--- src/rtl/tick_sched.sv ---
// Multi-channel periodic/one-shot tick scheduler: one prescaler, one shared
// down-counter datapath walked across all channels once per base tick.
module tick_sched #(
  parameter int CLK_DIV = 50000,
  parameter int NUM_CH  = 4,
  parameter int CNT_W   = 16
) (
  input  logic                      i_clk,
  input  logic                      i_rst_n,
  input  logic                      i_cfg_valid,
  input  logic [$clog2(NUM_CH)-1:0] i_cfg_ch,
  input  logic [CNT_W-1:0]          i_cfg_period,
  input  logic                      i_cfg_oneshot,
  output logic                      o_cfg_ready,
  output logic                      o_tick,
  output logic [NUM_CH-1:0]         o_fire,
  output logic [NUM_CH-1:0]         o_active,
  output logic                      o_busy,
  output logic                      o_overrun
);
  localparam int IDX_W = $clog2(NUM_CH);
  localparam int PRE_W = $clog2(CLK_DIV);

  typedef enum logic {IDLE, SCAN} state_e;

  logic [PRE_W-1:0]             pre_q;
  state_e                       state_q, state_d;
  logic [IDX_W-1:0]             idx_q, idx_d;
  logic [NUM_CH-1:0][CNT_W-1:0] cnt_q, cnt_d;
  logic [NUM_CH-1:0][CNT_W-1:0] per_q, per_d;
  logic [NUM_CH-1:0]            os_q, os_d;
  logic [NUM_CH-1:0]            act_q, act_d;
  logic [NUM_CH-1:0]            fire_q, fire_d;
  logic                         tick, scan_en, cfg_acc;
  logic [CNT_W-1:0]             cur_cnt;

  // Prescaler free-runs; it never stalls on scan or config traffic.
  always_ff @(posedge i_clk or negedge i_rst_n) begin
    if (!i_rst_n)                          pre_q <= '0;
    else if (pre_q == PRE_W'(CLK_DIV - 1)) pre_q <= '0;
    else                                   pre_q <= pre_q + PRE_W'(1);
  end

  assign tick = (pre_q == PRE_W'(CLK_DIV - 1));

  // FSM: state register
  always_ff @(posedge i_clk or negedge i_rst_n) begin
    if (!i_rst_n) begin
      state_q <= IDLE;
      idx_q   <= '0;
    end else begin
      state_q <= state_d;
      idx_q   <= idx_d;
    end
  end

  // FSM: next state
  always_comb begin
    state_d = state_q;
    idx_d   = idx_q;
    case (state_q)
      IDLE: if (tick) begin
        state_d = SCAN;
        idx_d   = '0;
      end
      SCAN: begin
        if (idx_q == IDX_W'(NUM_CH - 1)) state_d = IDLE;
        else                             idx_d   = idx_q + IDX_W'(1);
      end
      default: state_d = IDLE;
    endcase
  end

  // FSM: outputs
  always_comb begin
    scan_en     = (state_q == SCAN);
    o_busy      = scan_en;
    o_cfg_ready = (state_q == IDLE) & ~tick;
    o_overrun   = tick & scan_en;
  end

  assign cfg_acc = i_cfg_valid & o_cfg_ready;
  assign cur_cnt = cnt_q[idx_q];

  // Shared datapath: only channel idx_q is touched per scan cycle. Config
  // writes are confined to IDLE, so they never collide with a scan update.
  always_comb begin
    cnt_d  = cnt_q;
    per_d  = per_q;
    os_d   = os_q;
    act_d  = act_q;
    fire_d = '0;
    if (scan_en && act_q[idx_q]) begin
      if (cur_cnt == CNT_W'(1)) begin
        fire_d[idx_q] = 1'b1;
        if (os_q[idx_q]) begin
          act_d[idx_q] = 1'b0;
          cnt_d[idx_q] = '0;
        end else begin
          cnt_d[idx_q] = per_q[idx_q];
        end
      end else begin
        cnt_d[idx_q] = cur_cnt - CNT_W'(1);
      end
    end
    if (cfg_acc) begin
      per_d[i_cfg_ch] = i_cfg_period;
      cnt_d[i_cfg_ch] = i_cfg_period;
      os_d[i_cfg_ch]  = i_cfg_oneshot;
      act_d[i_cfg_ch] = (i_cfg_period != '0);
    end
  end

  always_ff @(posedge i_clk or negedge i_rst_n) begin
    if (!i_rst_n) begin
      cnt_q  <= '0;
      per_q  <= '0;
      os_q   <= '0;
      act_q  <= '0;
      fire_q <= '0;
    end else begin
      cnt_q  <= cnt_d;
      per_q  <= per_d;
      os_q   <= os_d;
      act_q  <= act_d;
      fire_q <= fire_d;
    end
  end

  assign o_tick   = tick;
  assign o_fire   = fire_q;
  assign o_active = act_q;
endmodule

--- config.mk ---
export PLATFORM = sky130hd
export DESIGN_NAME = tick_sched
export DESIGN_NICKNAME = d
export VERILOG_FILES = /design/src/rtl/tick_sched.sv
export SDC_FILE = /design/constraint.sdc
export NUM_CORES = 1
export LEC_CHECK = 0
export ABC_AREA = 1
export CORE_MARGIN = 3
export CORE_UTILIZATION = 50
export DETAILED_ROUTE_END_ITERATION = 6
export GPL_ROUTABILITY_DRIVEN = 1
export PLACE_DENSITY = 0.67
export SETUP_SLACK_MARGIN = 0.4
export SYNTH_ARGS = -nofsm -noshare
export SYNTH_HDL_FRONTEND = slang
export SYNTH_SLANG_ARGS = --single-unit
--- constraint.sdc ---
create_clock -name i_clk -period 2.9 [get_ports i_clk]
set_input_delay 0.29 -clock i_clk [delete_from_list [all_inputs] [get_ports i_clk]]
set_output_delay 0.29 -clock i_clk [all_outputs]
set_load 0.01 [all_outputs]
==> results.txt <==
----------------------------------------------------
[Placement]
  HPWL after DPL ... ~17 mm
  Number of I/O port buffers ... 33
  Final weighted congestion of routability-driven global placement ... approximately 0.93

[Layout]
  Count of inserted antenna diode cells ... 0
  Sequential cell area ... 3980 sq um
  Post-layout nets ... 1361
  Fraction of layout instances using a drive strength above 1 ... between 10% and 20%
  Number of filler instances in the final layout ... 1637
  Area of combinational cells with multiple inputs ... between 4000 and 5000 sq um
  Area added between synthesis and finish ... 16.7%
  Post-layout util ... about three fifths

[CTS]
  Num CTS Buffers ... 17
  H-tree depth ... 4
  Deepest clock path buffer count ... 2
  TritonCTS clock tree ... done
  Skew-Pair Late Insertion Delay ... between 400 and 500 ps
  Clock tree root buffer cell ... sky130_fd_sc_hd__clkbuf_16
  Clock slew seen by the registers of the worst setup and hold paths ... ~60 ps
  Total clock sinks ... 159

[Route]
  First drt pass iteration count ... 5
  Mean number of vias per cell ... approximately 5.4
  Routed wirelength normalized by instance count ... around 17 um
  Wire length reported by the detailed router ... roughly 27 mm
  Remaining number of nets flagged by the antenna check after routing ... 0
  Vias ... 8550
  Iteration-0 DRC Markers ... 725
  Number of design rule violations left after detail routing ... 0

[STA]
  Hold slack ... approximately 450 ps
  Max Clock Skew ... 11.1 ps
  Number of hold violations in the final report ... 0
  Max Slew Vio Count ... 0
  Sum of negative setup slack ... 0 ps
  Final period demand of the worst path ... about 2400 ps
  Tightest slew margin relative to the limit ... 47.2%
  Transition time at the pin with the least slew margin ... slightly below 800 ps
  Setup-failing EPs final ... 0
  Fin crit share ... just over 80%
  RSZ-0062 raised after global routing ... false
  Max Freq ... 0.418 GHz

[Floorplan]
  Boundary Pins ... 34
  Std cell rows ... 48
  Placeable core area ... between 15000 and 20000 sq um
  Initial Util ... between 50% and 60%
  Die outline width ... 141 um
  Die H ... 141 um
  Die Footprint ... 19800 sq um

[Yosys]
  Top cells by count, synth ... sky130_fd_sc_hd__nand2_1 (543), sky130_fd_sc_hd__dfrtp_1 (159), sky130_fd_sc_hd__inv_1 (115)
  Cell type contributing the most total cell area after synthesis ... sky130_fd_sc_hd__dfrtp_1
  Sequential area share after synthesis ... about 44%
  Number of distinct library cells after synthesis ... around 40
  Synth Flop Type ... sky130_fd_sc_hd__dfrtp_1
  Post-synthesis average cell area ... around 7 sq um
  Warnings from Yosys ... 0
  Proportion of register bits with asynchronous set or reset after synthesis ... 100%
  Net count after synthesis ... between 1000 and 1500
  Largest cells by area after synthesis ... sky130_fd_sc_hd__dfrtp_1 (44%), sky130_fd_sc_hd__nand2_1 (23%), sky130_fd_sc_hd__nand3_1 (5.1%)
  Number of enable-type register cells in the synthesized netlist ... 0
  Number of instances in the synthesized netlist ... approximately 1300
  Top cell type's share of synthesized area ... approximately 44%
  Combined area of all synthesized cells ... about 9000 sq um
  Synthesized flop and latch total ... 159
  Most frequently used cell type in the post-synthesis netlist ... sky130_fd_sc_hd__nand2_1

[Global route]
  Number of antenna violations at the first check in global routing ... 0
  Maximum number of pins on one net before global-route repair ... just under 80
  Tot GR Track Use ... 27.1%
  Layer with the highest usage after global routing ... met2
  Leftover overflow at the end of global routing ... 0
  First-pass GRT wire length ... roughly 42 mm
  Met2 Track Usage GR ... 42.2%
  Met1 track utilization from global routing ... about two fifths
  Number of global-route vias before repair ... approximately 7800
  Met3 track utilization from global routing ... around 5.3%

[Setup path]
  Cell chain of the critical path ... buf_12 > nand2_1 > nand3_1 > nand2_1 > inv_2 > ha_1 > nand2_1 > nor2_2 > nand2_4 > inv_1 > nand2_2 > buf_6 > nand2_1 > nand3_1 > nand2_1 > nand2_1
  Cell class contributing the biggest share of worst-path delay ... simple AND/OR/NAND/NOR gates
  Number of cells on the worst reg-to-reg path ... 16
  WP data arrival ... 2710 ps
  Crit Path Max Fanout ... 12
  Kind of start point of the critical path ... flip-flop
  Stages on worst setup path ... 16
  Worst setup path class ... flip-flop to flip-flop
  Stage delay of the slowest cell on the critical path ... around 510 ps
  Critical path capture point type ... flip-flop
  Required arrival time at the worst endpoint ... about 3200 ps
  CP most frequent cell ... sky130_fd_sc_hd__nand2_1
  CP bufs+invs ... 4
  Critical path's slowest cell ... sky130_fd_sc_hd__dfrtp_2

[Status]
  Outcome ... complete, no violations

[Pwr]
  Max rail drop VDD ... 0.413 mV
  Total leakage power ... between 5 and 6 nW
  Power density over the cells ... 594 nW/um^2
  Pwr Total ... between 0.006 and 0.007 W

[Min path]
  Worst hold path type ... primary input to asynchronous set/reset pin

[Flow run]
  Max-cap violation count ... 0

----------------------------------------------------
[what timing repair did]
item	in CTS	in global routing
hold buffers	1	0
pin swaps	2	3
buffers inserted	5	6
setup endpoints to repair	34	114
endpoints found under the hold margin	76	0
gates resized for setup	6	31
gates cloned	0	4
[stage by stage]
stage | area, sq um | worst slack, ps | std cells
final | 10600 | 510 | 1570
after global routing | 10600 | 356 | 1570
after CTS | 10300 | 398 | 1560
after detailed placement | 9650 | 347 | 1522
after global placement | 9650 | 362 | 1522
after floorplan | 9050 | 715 | 1293
[area by class of cell]
cell class                      instances  share of cell area [%]
Inverter                              122                    4.52
Tap cell                              225                    2.66
Multi-Input combinational cell        957                    41.5
Timing Repair inverter                  1                  0.0829
Sequential cell                       159                    37.7
Clock buffer                           20                    4.23
Timing Repair Buffer                   74                    7.63
Clock inverter                         12                    1.72
[flip-flops by register name, summed over array words and instances (netlist names)]
name      count
cnt_q        64
pre_q        16
o_fire        4
os_q          4
per_q        64
idx_q         2
o_busy        1
o_active      4
[power breakdown]
part / switching [W] / internal, W
sequential: 0.000190 / 0.00252
combinational: 0.000707 / 0.000418
clock: 0.000961 / 0.00147
[placed cells by master, fill, tap and decap left out, types with 2 or more instances in the layout]
cell type	Yosys	routed
sky130_fd_sc_hd__nand2_2	11	15
sky130_fd_sc_hd__nand2_4	0	3
sky130_fd_sc_hd__nand3_2	3	4
sky130_fd_sc_hd__a31oi_1	2	2
sky130_fd_sc_hd__inv_2	5	5
sky130_fd_sc_hd__clkinv_4	0	2
sky130_fd_sc_hd__o21ai_0	93	93
sky130_fd_sc_hd__inv_6	0	5
sky130_fd_sc_hd__xnor2_1	3	3
sky130_fd_sc_hd__inv_1	115	114
sky130_fd_sc_hd__o22ai_1	12	11
sky130_fd_sc_hd__o21ai_1	9	9
sky130_fd_sc_hd__clkbuf_16	0	19
sky130_fd_sc_hd__o41ai_1	2	2
sky130_fd_sc_hd__nand2_1	543	536
sky130_fd_sc_hd__buf_12	0	9
sky130_fd_sc_hd__buf_4	4	25
sky130_fd_sc_hd__clkdlybuf4s50_1	0	30
sky130_fd_sc_hd__nor2_4	3	10
sky130_fd_sc_hd__dfrtp_2	0	2
sky130_fd_sc_hd__ha_1	7	6
sky130_fd_sc_hd__bufinv_16	0	4
sky130_fd_sc_hd__clkbuf_1	12	2
sky130_fd_sc_hd__o22a_1	2	2
sky130_fd_sc_hd__a21oi_1	22	22
sky130_fd_sc_hd__xor2_1	4	4
sky130_fd_sc_hd__nand3_1	93	92
sky130_fd_sc_hd__nor2_1	90	87
sky130_fd_sc_hd__buf_6	10	5
sky130_fd_sc_hd__clkinv_2	0	2
sky130_fd_sc_hd__nor3_1	6	5
sky130_fd_sc_hd__or2_2	18	18
sky130_fd_sc_hd__nand4_1	10	10
sky130_fd_sc_hd__nor2_2	8	5
sky130_fd_sc_hd__dfrtp_1	159	157
sky130_fd_sc_hd__a21oi_2	2	2
[layer usage]
| layer | vias up | part of all wire (%) |
|---|---|---|
| met5 | - | 0 |
| met4 | 0 | 1.4 |
| met3 | 34 | 7.2 |
| met2 | 311 | 45 |
| met1 | 4056 | 46 |
| li1 | 4149 | - |
[cell families (layout without fill, tap and decap cells)]
family | count (synthesis) | in the layout | synth area share, %
simple gates | 792 | 793 | 36.4
buf+inv | 178 | 229 | 8.84
flops | 159 | 159 | 43.9
compound gates | 150 | 150 | 9.18
fa+ha+maj | 7 | 7 | 0.967
xor+xnor | 7 | 7 | 0.677
[worst paths after layout]
check	from	to	slack [ps]
setup / recovery	idx_q[0]$_DFFE_PN0P_	cnt_q[22]$_DFF_PN0_	510
hold / removal	i_rst_n	pre_q[13]$_DFF_PN0_	450
setup reg to reg	idx_q[0]$_DFFE_PN0P_	cnt_q[22]$_DFF_PN0_	510
hold reg to reg	pre_q[0]$_DFF_PN0_	pre_q[0]$_DFF_PN0_	480
max in group asynchronous	i_rst_n	cnt_q[23]$_DFF_PN0_	1730
min in group i_clk	pre_q[0]$_DFF_PN0_	pre_q[0]$_DFF_PN0_	480
No activity file was read; power rests on OpenSTA's default activity.
==> RTL edit (same settings) <==
Set the parameter `NUM_CH` to 8 (it was 4).
--- a/src/rtl/tick_sched.sv
+++ b/src/rtl/tick_sched.sv
@@ -3,5 +3,5 @@
 module tick_sched #(
   parameter int CLK_DIV = 50000,
-  parameter int NUM_CH  = 4,
+  parameter int NUM_CH  = 8,
   parameter int CNT_W   = 16
 ) (
Ports: changed (resized i_cfg_ch, o_active and o_fire); port bits go from 34 to 43. No check against the original RTL was run, so the function may have changed too.
==> RTL edit against the unedited design <==
Setup slack lost 0.28 ns; sequential share of layout area decreased by 0.95 points; design area grew 94%; the run now ends with design-rule violations left; non-clock buffer count increased by 141; total power is 100% higher; fmax down 10%; area after synthesis up 75%; synthesized cell count increased by 65%; sequential cell count grew 141; via count up 85%; wire length is 130% higher; count of clock-buffer cells in the layout increased by 25; worst hold slack lost 0.033 ns.
==> RTL edit: results (changes against the unedited design) <==
[outcome]
status = finished, violations left  ; was completed
violations = design-rule violations

[global_routing]
grtUsageMet1_pct = 50.2  ; was 39.6%
met3_usage_pct = 7.34  ; was 5.33%
first_global_vias = 15354  ; was 7766
grt_max_degree = 100  ; was 79
grt.total_usage_pct = 35.5  ; was 27.1%

[synthesis]
yosysSeqAreaShare_pct = 47.4  ; was 43.9%
synthTopCellsByArea = dfrtp_1 47%, nand2_1 21%, inv_1 4.7%, nand3_1 4.4%, o21ai_0 3.5%  ; was dfrtp_1 44%, nand2_1 23%, nand3_1 5.1%, o21ai_0 5.1%, inv_1 4.8%
synth_compound_area_share_pct = 12.1  ; was 9.18%
syn_avg_cell_area_um2 = 7.43  ; was 7.00 µm²
synthAdderAreaFrac_pct = 0.395  ; was 0.967%

[layout]
regArea_um2 = 7510  ; was 3980 µm²
reg_top3 = cnt_q x128, per_q x128, pre_q x16  ; was cnt_q x64, per_q x64, pre_q x16
nFillCells = 2548  ; was 1637

[place]
post-place-cells = 2574  ; was 1522
pre_cts_ws_ns = 0.152  ; was 0.347 ns
numPortBuffers = 42  ; was 33
placed_area_um2 = 17300  ; was 9650 µm²

[sta]
relSlewSlack_pct = 42.9  ; was 47.2%
fin_skew_ns = 0.0181  ; was 0.0111 ns

[power]
irDropWorstVdd_v = 0.000484  ; was 0.000413 V

[detailed_routing]
drtPass1Iterations = 7  ; was 5
vias = 15844  ; was 8550
drt-met1-wl_um = 24600  ; was 12200 µm
dr_wl_met2_um = 25600  ; was 12100 µm
drt_iter0_drc = 1946  ; was 725
drc = 5  ; was 0

[clocking]
clock_latency_ns = 0.52  ; was 0.43 ns
cts_buffers = 35  ; was 17
htree_levels = 2  ; was 4
clock_path_buffers = 3  ; was 2

[setup_path]
worstPathArrival_ns = 3.07  ; was 2.71 ns
worst-path-max-fanout = 8  ; was 12

RTL edit: path summary, 6_finish.rpt:
kind / depth (start not counted) / to / slack, ns / from
worst max-delay path: 19 / cnt_q[34] / 0.23 / idx_q[0]
worst min-delay path: 2 / pre_q[5] / 0.42 / i_rst_n
worst max register to register: 19 / cnt_q[34] / 0.23 / idx_q[0]
worst min register to register: 2 / per_q[100] / 0.48 / per_q[100]
max in group asynchronous: 3 / cnt_q[96] / 1.58 / i_rst_n
min in group i_clk: 2 / per_q[100] / 0.48 / per_q[100]
RTL edit: critical path: stages (launching register included):
cell	delay (ns)
dfrtp_4	0.50
buf_8	0.15
buf_6	0.13
buf_16	0.15
nand2_2	0.06
o21ai_2	0.05
nand2_1	0.07
nand2_2	0.08
nand2_4	0.10
nand2_4	0.07
nor2_4	0.14
nand2_2	0.10
nor2_4	0.14
nand2_4	0.11
buf_12	0.15
buf_16	0.14
o21ai_4	0.15
nand3_1	0.11
nand2_1	0.09
nand2_1	0.05
RTL edit: area by class of cell:
type,instances,share of cell area (%)
inverters,226,4.39
clock inverters,16,0.948
flip-flops and latches,300,36.7
repair buffers,215,11.6
clock buffers,45,4.92
repair inverters,2,0.0734
multi-input cells,1498,39.0
well taps,396,2.42
RTL edit: report_power, final:
part | switching, mW | internal [mW] | total (mW)
Sequential | 0.329 | 4.91 | 5.24
Clock | 1.81 | 2.81 | 4.62
Combinational | 1.79 | 1.09 | 2.88
RTL edit: what timing repair did:
action                     4_1_cts  5_1_grt
gates resized for setup        151      201
gates cloned                     9        0
hold endpoints to repair        92        0
setup endpoints to repair      203      242
buffers inserted                41       12
hold buffers                     1        0
pin swaps                       25       47
